`config.mk`:
```
export PLATFORM = sky130hd
export DESIGN_NAME = key_rst_sequencer
export DESIGN_NICKNAME = d
export VERILOG_FILES = /design/src/rtl/key_rst_pkg.sv /design/src/rtl/key_debounce.sv /design/src/rtl/key_rst_sequencer.sv
export SDC_FILE = /design/constraint.sdc
export NUM_CORES = 1
export LEC_CHECK = 0
export ABC_CLOCK_PERIOD_IN_PS = 7160
export CAP_MARGIN = 20
export CORE_ASPECT_RATIO = 0.75
export CORE_MARGIN = 2
export CORE_UTILIZATION = 35
export DETAILED_ROUTE_END_ITERATION = 10
export GPL_TIMING_DRIVEN = 0
export HOLD_SLACK_MARGIN = 0.02
export PLACE_DENSITY = 0.48
export SETUP_SLACK_MARGIN = 0.5
export SLEW_MARGIN = 20
export SYNTH_ARGS = -nofsm -noshare
export SYNTH_HDL_FRONTEND = slang
export SYNTH_SLANG_ARGS = --single-unit
```
`constraint.sdc`:
```
create_clock -name clk -period 7.16 [get_ports clk]
set_input_delay 0.716 -clock clk [delete_from_list [all_inputs] [get_ports clk]]
set_output_delay 0.716 -clock clk [all_outputs]
set_load 0.1 [all_outputs]
```
`src/rtl/key_rst_pkg.sv`:
```
// Shared types and sizing helpers for the key-driven reset sequencer.
package key_rst_pkg;

   typedef enum logic [1:0] {
      ST_HOLD    = 2'd0,
      ST_RELEASE = 2'd1,
      ST_RUN     = 2'd2
   } state_t;

   localparam int DEF_DEBOUNCE_CYCLES = 240000;
   localparam int DEF_HOLD_CYCLES     = 12;
   localparam int DEF_STAGE_CYCLES    = 1200;
   localparam int DEF_NUM_DOMAINS     = 3;

   // Width of a counter that only ever holds 0..n-1.
   function automatic int cnt_width(input int n);
      return (n <= 2) ? 1 : $clog2(n);
   endfunction

   function automatic int max_int(input int a, input int b);
      return (a > b) ? a : b;
   endfunction

   localparam int DEF_DB_CNT_W  = cnt_width(DEF_DEBOUNCE_CYCLES);
   localparam int DEF_SEQ_CNT_W = cnt_width(max_int(DEF_HOLD_CYCLES, DEF_STAGE_CYCLES));

endpackage

```
`src/rtl/key_debounce.sv`:
```
// One raw active-low key: 2-FF synchronizer followed by a mismatch-run debounce counter.
module key_debounce
   import key_rst_pkg::*;
#(
   parameter int DEBOUNCE_CYCLES = DEF_DEBOUNCE_CYCLES
) (
   input  logic clk,
   input  logic rst,
   input  logic key_raw,
   output logic key_db
);

   localparam int CNT_W = (DEBOUNCE_CYCLES == DEF_DEBOUNCE_CYCLES) ? DEF_DB_CNT_W
                                                                    : cnt_width(DEBOUNCE_CYCLES);
   localparam logic [CNT_W-1:0] CNT_LAST = CNT_W'(DEBOUNCE_CYCLES - 1);

   logic             sync_1;
   logic             sync_2;
   logic [CNT_W-1:0] cnt;

   always_ff @(posedge clk or posedge rst) begin
      if (rst) begin
         sync_1 <= 1'b1;
         sync_2 <= 1'b1;
         cnt    <= '0;
         key_db <= 1'b1;
      end else begin
         sync_1 <= key_raw;
         sync_2 <= sync_1;
         if (sync_2 == key_db) begin
            cnt <= '0;
         end else if (cnt == CNT_LAST) begin
            key_db <= sync_2;
            cnt    <= '0;
         end else begin
            cnt <= cnt + 1'b1;
         end
      end
   end

endmodule

```
`src/rtl/key_rst_sequencer.sv`:
```
// Board reset controller: debounced key-code trigger, minimum hold, then staged
// per-domain release (bit 0 first).
//
//   state      | meaning
//   -----------+-------------------------------------------------------------
//   ST_HOLD    | all domains in reset; waits HOLD_CYCLES and for combo release
//   ST_RELEASE | one more domain released every STAGE_CYCLES
//   ST_RUN     | all domains out of reset; combo re-enters ST_HOLD
module key_rst_sequencer
   import key_rst_pkg::*;
#(
   parameter int         DEBOUNCE_CYCLES = DEF_DEBOUNCE_CYCLES,
   parameter int         HOLD_CYCLES     = DEF_HOLD_CYCLES,
   parameter int         STAGE_CYCLES    = DEF_STAGE_CYCLES,
   parameter int         NUM_DOMAINS     = DEF_NUM_DOMAINS,
   parameter logic [3:0] RST_CODE        = 4'b1110
) (
   input  logic                   clk,
   input  logic                   rst,
   input  logic [3:0]             key_in,
   output logic [NUM_DOMAINS-1:0] rst_out_n,
   output logic                   busy,
   output logic [3:0]             key_db,
   output logic [7:0]             rst_count
);

   localparam int SEQ_CNT_W = cnt_width(max_int(HOLD_CYCLES, STAGE_CYCLES));
   localparam int IDX_W     = cnt_width(NUM_DOMAINS);

   localparam logic [SEQ_CNT_W-1:0] HOLD_LAST  = SEQ_CNT_W'(HOLD_CYCLES - 1);
   localparam logic [SEQ_CNT_W-1:0] STAGE_LAST = SEQ_CNT_W'(STAGE_CYCLES - 1);
   localparam logic [IDX_W-1:0]     IDX_LAST   = IDX_W'(NUM_DOMAINS - 1);

   state_t                 state, state_nxt;
   logic [SEQ_CNT_W-1:0]   cnt, cnt_nxt;
   logic [IDX_W-1:0]       idx, idx_nxt;
   logic [NUM_DOMAINS-1:0] rst_out_n_nxt;
   logic                   busy_nxt;
   logic [7:0]             rst_count_nxt;
   logic                   combo;

   for (genvar i = 0; i < 4; i++) begin : gen_key
      key_debounce #(
         .DEBOUNCE_CYCLES (DEBOUNCE_CYCLES)
      ) u_key_debounce (
         .clk     (clk),
         .rst     (rst),
         .key_raw (key_in[i]),
         .key_db  (key_db[i])
      );
   end

   assign combo = (key_db == RST_CODE);

   always_ff @(posedge clk or posedge rst) begin
      if (rst) begin
         state     <= ST_HOLD;
         cnt       <= '0;
         idx       <= '0;
         rst_out_n <= '0;
         busy      <= 1'b1;
         rst_count <= '0;
      end else begin
         state     <= state_nxt;
         cnt       <= cnt_nxt;
         idx       <= idx_nxt;
         rst_out_n <= rst_out_n_nxt;
         busy      <= busy_nxt;
         rst_count <= rst_count_nxt;
      end
   end

   // The hold exit requires combo low, so a held combo can never count twice.
   always_comb begin
      state_nxt     = state;
      cnt_nxt       = cnt;
      idx_nxt       = idx;
      rst_out_n_nxt = rst_out_n;
      busy_nxt      = busy;
      rst_count_nxt = rst_count;

      if (state != ST_HOLD && combo) begin
         state_nxt     = ST_HOLD;
         cnt_nxt       = '0;
         idx_nxt       = '0;
         rst_out_n_nxt = '0;
         busy_nxt      = 1'b1;
         if (rst_count != 8'hFF) begin
            rst_count_nxt = rst_count + 8'd1;
         end
      end else begin
         unique case (state)
            ST_HOLD: begin
               if (cnt != HOLD_LAST) begin
                  cnt_nxt = cnt + 1'b1;
               end else if (!combo) begin
                  cnt_nxt          = '0;
                  rst_out_n_nxt[0] = 1'b1;
                  if (NUM_DOMAINS == 1) begin
                     state_nxt = ST_RUN;
                     busy_nxt  = 1'b0;
                  end else begin
                     state_nxt = ST_RELEASE;
                     idx_nxt   = IDX_W'(1);
                  end
               end
            end
            ST_RELEASE: begin
               if (cnt == STAGE_LAST) begin
                  cnt_nxt            = '0;
                  rst_out_n_nxt[idx] = 1'b1;
                  if (idx == IDX_LAST) begin
                     state_nxt = ST_RUN;
                     busy_nxt  = 1'b0;
                  end else begin
                     idx_nxt = idx + 1'b1;
                  end
               end else begin
                  cnt_nxt = cnt + 1'b1;
               end
            end
            ST_RUN: begin
               rst_out_n_nxt = '1;
               busy_nxt      = 1'b0;
            end
            default: begin
               state_nxt     = ST_HOLD;
               cnt_nxt       = '0;
               idx_nxt       = '0;
               rst_out_n_nxt = '0;
               busy_nxt      = 1'b1;
            end
         endcase
      end
   end

endmodule

```
==> results of run 1 <==
## flip-flops by register name, indices dropped and copies added, names as in the netlist
name,count
gen_key.u_key_debounce.sync_2,4
rst_out_n,3
gen_key.u_key_debounce.cnt,72
busy,1
cnt,11
gen_key.u_key_debounce.key_db,4
gen_key.u_key_debounce.sync_1,4
state,2
idx,2
rst_count,8
## routing by layer
layer  up-vias  global-route usage (%)  wire (µm)
li1       1895                       -          -
met1      1841                    19.9       5570
met4         0                    2.88         77
met5         -                       0          0
met3         5                    4.43        305
met2        33                    20.2       4560
## worst paths after layout
check	startpoint	endpoint	slack, ps	depth (start not counted)
max reg2reg	gen_key[2].u_key_debounce.cnt[7]$_DFF_PP0_	gen_key[2].u_key_debounce.cnt[13]$_DFF_PP0_	4620	7
max in group asynchronous	rst	gen_key[3].u_key_debounce.sync_1$_DFF_PP1_	5660	3
max	gen_key[2].u_key_debounce.key_db$_DFFE_PP1P_	key_db[2]	4230	2
min in group asynchronous	rst	rst_out_n[1]$_DFFE_PP0P_	780	2
min reg2reg	gen_key[0].u_key_debounce.sync_1$_DFF_PP1_	gen_key[0].u_key_debounce.sync_2$_DFF_PP1_	360	0
min	gen_key[0].u_key_debounce.sync_1$_DFF_PP1_	gen_key[0].u_key_debounce.sync_2$_DFF_PP1_	360	0
## critical path, cell delays in order (launching register included)
cell and delay [ps]:
dfstp_2 610, buf_4 130, clkdlybuf4s50_1 1130
## logic make-up after synthesis
| kind of cell | share of synthesized area (%) |
|---|---|
| adder cells (fa/ha/maj) | 3.01 |
| multiplexers | 1.23 |
| XOR/XNOR | 13.0 |
| flip-flops | 51.7 |
| AND/OR/NAND/NOR | 22.7 |
| buffers and inverters | 3.08 |
| AO/OA/AOI/OAI | 5.23 |
## layout make-up
cell class | count | area share (%)
Buffer | 17 | 1.40
Clock buffer | 11 | 4.05
Clock inverter | 5 | 1.38
Inverter | 21 | 1.34
Multi-Input combinational cell | 391 | 39.1
Sequential cell | 111 | 44.8
Tap cell | 205 | 4.11
Timing Repair Buffer | 22 | 3.81
## synthesized netlist by cell type (2+ instances only)
| master | number | share of area [%] |
|---|---|---|
| nor4b_1 | 3 | 0.49 |
| xor2_1 | 34 | 5.5 |
| a31oi_1 | 3 | 0.35 |
| clkbuf_1 | 11 | 0.76 |
| o31ai_1 | 2 | 0.28 |
| and2_1 | 4 | 0.46 |
| o2bb2ai_1 | 2 | 0.32 |
| buf_4 | 4 | 0.56 |
| ha_1 | 13 | 3.0 |
| or2_2 | 5 | 0.58 |
| dfstp_2 | 13 | 6.3 |
| a211oi_1 | 3 | 0.42 |
| inv_1 | 21 | 1.5 |
| nand2_1 | 29 | 2.0 |
| nor2_1 | 103 | 7.2 |
| o22ai_1 | 4 | 0.46 |
| dfrtp_1 | 98 | 45 |
| nor2b_1 | 3 | 0.35 |
| or4_1 | 3 | 0.42 |
| nor4_1 | 5 | 0.58 |
| a21oi_1 | 7 | 0.65 |
| nand3_1 | 38 | 3.5 |
| a22o_1 | 4 | 0.65 |
| and4_1 | 4 | 0.65 |
| mux2_2 | 5 | 1.0 |
| nor3_1 | 9 | 0.83 |
| o21ai_0 | 7 | 0.65 |
| nand4_1 | 16 | 1.9 |
| xnor2_1 | 46 | 7.5 |
| o21a_1 | 2 | 0.28 |
| and3_1 | 21 | 2.4 |
| nand4bb_1 | 3 | 0.63 |
## where the power goes
group          internal [mW]  total (mW)  switching [mW]
clock                  0.329       0.564           0.235
sequential             0.636       0.642         0.00575
combinational         0.0118      0.0366          0.0248
## cell usage in the layout, fill, tap and decap left out, types with 16 or more instances in the layout
cell and instances:
xnor2_1 46, nand4_1 16, inv_1 20, nand3_1 38, nor2_1 103, clkdlybuf4s50_1 21
dfrtp_1 98, nand2_1 29, and3_1 21, xor2_1 34
## per-stage QoR
stage | utilization [%] | hold WS (ps) | total power [mW] | instances
global placement | 38.7 | 347 | 0.689 | 766
CTS | 41.1 | 358 | 1.27 | 783
floorplan | - | 345 | 0.677 | 540
finish | 41.1 | 359 | 1.24 | 783
global route | 41.1 | 365 | 1.30 | 783
detailed placement | 38.9 | 350 | 0.692 | 767
==> metrics.txt, run 1 <==
clk slew on worst S/H paths 70 ps; Synth async-reset ratio 100%; Cell Area, Synth 5400 µm²; crit path kind flop to output pin; setup TNS 0 ps; final net count 592; CTS Sinks 111; initial antenna violation count 0; GP Congestion 0.744; TritonCTS Buffers 9; Avg WL per Cell 13.4 µm; largest net degree at the start of global routing 62; final setup violation count 0; Cells after Synth 540; CTS-repair resized insts 0; DR pass1 iterations 6; Root Buffer clkbuf_16; Die Wd 147 µm; required time of the critical path 6440 ps; Vias per Instance 4.82; actual slew at the worst max-slew pin 980 ps; Yosys reg bits 111; Distinct cells, synth 47; status complete, no violations; vias in the first global route 3725; fin area 6240 µm²; Place WS 4580 ps; Setup WS post-layout 4230 ps; leakage 2.69 nW; Core Rows 39; Layout area overhead 15.5%; fill cell count 1480; Post-Route Skew 8.05 ps; CTS tree yes; pwr/cell area 199 nW/µm²; # diodes 0; number of buffers added on ports 21; Synthesized Nets 559; Seq. cell area 2790 µm²; crit path launch type flop; Die ar. 16500 µm²; post-route ant nets 0; CP Max Fanout 5; Clk Latency, worst-skew pair 350 ps; Top Ports 22; vias 3774; total track usage 13.7%; Die Ht 112 µm; FMAX 341 MHz; total wire length 10500 µm; htree depth 3; CP endpoint kind output pin; total gr overflow 0; Initial Utilization 35.6%; EDFF count, synth 0; sequential fraction of the synthesis area 51.7%; multi-input logic area 2440 µm²; HPWL after DPL 7270 µm; Hold Path Class flop to flop; VDD IR max 0.118 mV; core area 15200 µm²; first-pass GRT wire length 18300 µm; placed cell area 5900 µm²; min cycle time layout 2930 ps; max-slew violations 0; Setup Fix Bufs, Post-CTS 0; Hold Fails Final Rpt 0; Max Cap Viol 0; Residual DRC 0; fraction of layout cells with a size suffix above 1 8.48%; Primary FF master, synth dfrtp_1; Yosys warnings 0; syn avg cell area 10.0 µm²; crit path DAT 2210 ps; First DRT Iteration DRCs 251; unrepaired setup endpoints after global routing no; Rel. slew slack 34.4%; Post-CTS Hold Buffers 0; Max Root-Sink Buffers 2; Period Utilization, post-route 40.9%
(Power assumes the default switching activity.)
==> run 2: changes to the inputs <==
--- a/config.mk
+++ b/config.mk
@@ -5,7 +5,7 @@
 export SDC_FILE = /design/constraint.sdc
 export NUM_CORES = 1
 export LEC_CHECK = 0
-export ABC_CLOCK_PERIOD_IN_PS = 7160
+export ABC_CLOCK_PERIOD_IN_PS = 2600
 export CAP_MARGIN = 20
 export CORE_ASPECT_RATIO = 0.75
 export CORE_MARGIN = 2
@@ -13,7 +13,7 @@
 export DETAILED_ROUTE_END_ITERATION = 10
 export GPL_TIMING_DRIVEN = 0
 export HOLD_SLACK_MARGIN = 0.02
-export PLACE_DENSITY = 0.48
+export PLACE_DENSITY = 0.5
 export SETUP_SLACK_MARGIN = 0.5
 export SLEW_MARGIN = 20
 export SYNTH_ARGS = -nofsm -noshare
==> constraint.sdc (replaced) <==
create_clock -name clk -period 2.6 [get_ports clk]
set_input_delay 0.26 -clock clk [delete_from_list [all_inputs] [get_ports clk]]
set_output_delay 0.26 -clock clk [all_outputs]
set_load 0.1 [all_outputs]
==> run 2 against run 1 <==
Against the previous run:
- flip-flop and latch count did not move
- clock skew barely moved
- final area rose by 4.6%
- power rose to 2.7 times the previous value
- non-clock buffer count rose by 17
- sequential share of layout area fell by 1.9 points
- highest routed layer unchanged
==> metrics.txt, run 2 (synthesis results as in run 1) <==
status complete, no violations; Avg WL per Cell 13.3 µm (-0.73%); VDD IR max 0.298 mV (+150%); CTS tree yes; Setup WS post-layout 502 ps (-3730 ps); DR pass1 iterations 4 (-2); crit path kind flop to flop; CP endpoint kind flop; met2 Usage GRT 19.8% (-0.40 points); GP Congestion 0.797 (+7.2%); TritonCTS Buffers 9 (unchanged); worst path bufs/invs 2 (unchanged); sw frac 22.9% (+1.6 points); required time of the critical path 2840 ps (-3600 ps); Layout area overhead 20.8%; number of buffers added on ports 21 (unchanged); Hold Slack 249 ps (-109 ps); min cycle time layout 2100 ps; Clk Latency, worst-skew pair 350 ps (about the same); CTS Sinks 111 (unchanged); clock power share 43.3% (-2.1 points); GR Layer Usage met1 20.7% (+0.84 points); sw power 765 µW (+190%); Post-CTS Hold Buffers 0 (unchanged); r2r worst-path depth 7 (unchanged); clk slew on worst S/H paths 80 ps (about the same); Rel. slew slack 34.6% (+0.12 points); Top Usage Layer GRT met1; biggest regs gen_key.u_key_debounce.cnt: 72 flops, cnt: 11 flops, rst_count: 8 flops; cell breakdown of the critical path or4_1, o31a_1, a22o_1, buf_6, buf_6, a22o_2, a22o_1; # diodes 0 (unchanged); family with the most delay on the worst path compound AO/OA/AOI/OAI gates; Die ar. 16500 µm² (unchanged); fraction of layout cells with a size suffix above 1 17.1% (+8.7 points); Top Ports 22 (unchanged); Vias per Instance 4.83 (+0.21%); Post-Route Skew 7.58 ps (-0.467 ps); first-pass GRT wire length 18500 µm (+1.2%); Core Rows 39 (unchanged); Initial Utilization 35.6% (unchanged); pwr/cell area 511 nW/µm² (+160%); HPWL after DPL 7470 µm (+2.8%); multi-input logic area 2540 µm² (+4.2%); initial antenna violation count 0 (unchanged); Hold Path Class primary input to async pin; First DRT Iteration DRCs 191 (-24%); unrepaired setup endpoints after global routing yes; most common cell after layout, fill and taps aside nor2_1; total track usage 13.7% (-0.042 points); Reg with most FFs gen_key.u_key_debounce.cnt; post-route ant nets 0 (unchanged); placed cell area 5960 µm² (+1.1%); Max Root-Sink Buffers 2 (unchanged); Max Cap Viol 0 (unchanged); vias 3864 (+2.4%); fill cell count 1480 (unchanged); max-slew violations 0 (unchanged); commonest non-fill, non-tap cells in the layout 102 x nor2_1, 94 x dfrtp_1, 46 x xnor2_1, 37 x nand3_1, 34 x xor2_1; Residual DRC 0 (unchanged); fin area 6530 µm² (+4.6%); setup TNS 0 ps (unchanged); crit path launch type flop; largest net degree at the start of global routing 28 (-55%); Logic pwr share 3.7% (+0.8 points); Die Ht 112 µm (unchanged); core area 15200 µm² (unchanged); FMAX 477 MHz; Period Utilization, post-route 80.7%; total wire length 10700 µm (+1.4%); Seq. cell area 2800 µm² (+0.18%); Max stage delay on crit path 490 ps (-640 ps); Root Buffer clkbuf_16; leakage 2.90 nW (+7.9%); met3 Usage GRT 2.95% (-1.5 points); crit path max-delay cell type or4_1; Internal 2.57 mW (+160%); crit path DAT 2340 ps (+130 ps); Place WS -78.2 ps (-4660 ps); final net count 609 (+2.9%); total gr overflow 0 (unchanged); Hold Fails Final Rpt 0 (unchanged); actual slew at the worst max-slew pin 985 ps (+5.21 ps); final core utilization 43.0% (+1.9 points); CP Max Fanout 4 (-1); htree depth 3 (unchanged); WP depth 7 (+5); max FFs per register 72 (unchanged); share of power burned in registers 53.0% (+1.3 points); Die Wd 147 µm (unchanged); final setup violation count 0 (unchanged); vias in the first global route 3808 (+2.2%)
## run 2: cell types whose count changed in the layout (fill, tap and decap cells not counted), moves of 3 or more
cell / before / now
clkbuf_1: 11 / 0
buf_6: 1 / 5
clkdlybuf4s15_2: 0 / 4
clkdlybuf4s50_1: 21 / 5
buf_4: 4 / 17
dfrtp_2: 0 / 4
buf_12: 0 / 3
nor4_1: 5 / 2
dfrtp_1: 98 / 94
clkbuf_2: 0 / 5
dlygate4sd2_1: 0 / 12
clkbuf_4: 0 / 3
## run 2: routing by layer
layer	routed length, µm	share of wire (%)	vias to the layer above
met1	5640	53	1884
met3	274	2.6	6
li1	-	-	1931
met5	0	0	-
met2	4670	44	43
met4	85	0.80	0
## run 2: final timing paths
kind / startpoint / end / slack [ps]
setup / recovery: cnt[9]$_DFFE_PP0P_ / cnt[3]$_DFFE_PP0P_ / 500
hold / removal: rst / cnt[1]$_DFFE_PP0P_ / 250
setup reg to reg: cnt[9]$_DFFE_PP0P_ / cnt[3]$_DFFE_PP0P_ / 500
hold reg to reg: gen_key[3].u_key_debounce.sync_1$_DFF_PP1_ / gen_key[3].u_key_debounce.sync_2$_DFF_PP1_ / 360
max in group asynchronous: rst / gen_key[3].u_key_debounce.sync_1$_DFF_PP1_ / 1620
min in group clk: key_in[3] / gen_key[3].u_key_debounce.sync_1$_DFF_PP1_ / 320
## run 2: final cells by class
| type | instances | area share, % |
|---|---|---|
| sequential | 111 | 42.9 |
| tap | 205 | 3.93 |
| clock buffer | 9 | 3.45 |
| buffer | 17 | 2.11 |
| inverter | 21 | 1.27 |
| timing repair buffer | 39 | 6.08 |
| clock inverter | 7 | 1.30 |
| multi-input combinational | 391 | 39.0 |
## run 2: per-stage QoR
stage          power (mW)  std cells
2_1_floorplan        1.87        540
3_5_place_dp         1.92        770
3_3_place_gp         1.90        766
6_report             3.34        800
4_1_cts              3.38        796
5_1_grt              3.48        800
## run 2: power groups by stage
stage	sequential (mW)	combinational [mW]	clock [mW]
global route	1.77	0.144	1.57
detailed placement	1.80	0.116	0
global placement	1.80	0.0984	0
CTS	1.77	0.120	1.50
finish	1.77	0.123	1.45
floorplan	1.80	0.0689	0
## run 2: repair_timing
action / 4_1_cts / 5_1_grt
setup endpoints to repair: 71 / 64
gates resized for setup: 43 / 39
gates cloned: 0 / 1
pin swaps: 7 / 7
buffers inserted: 10 / 3
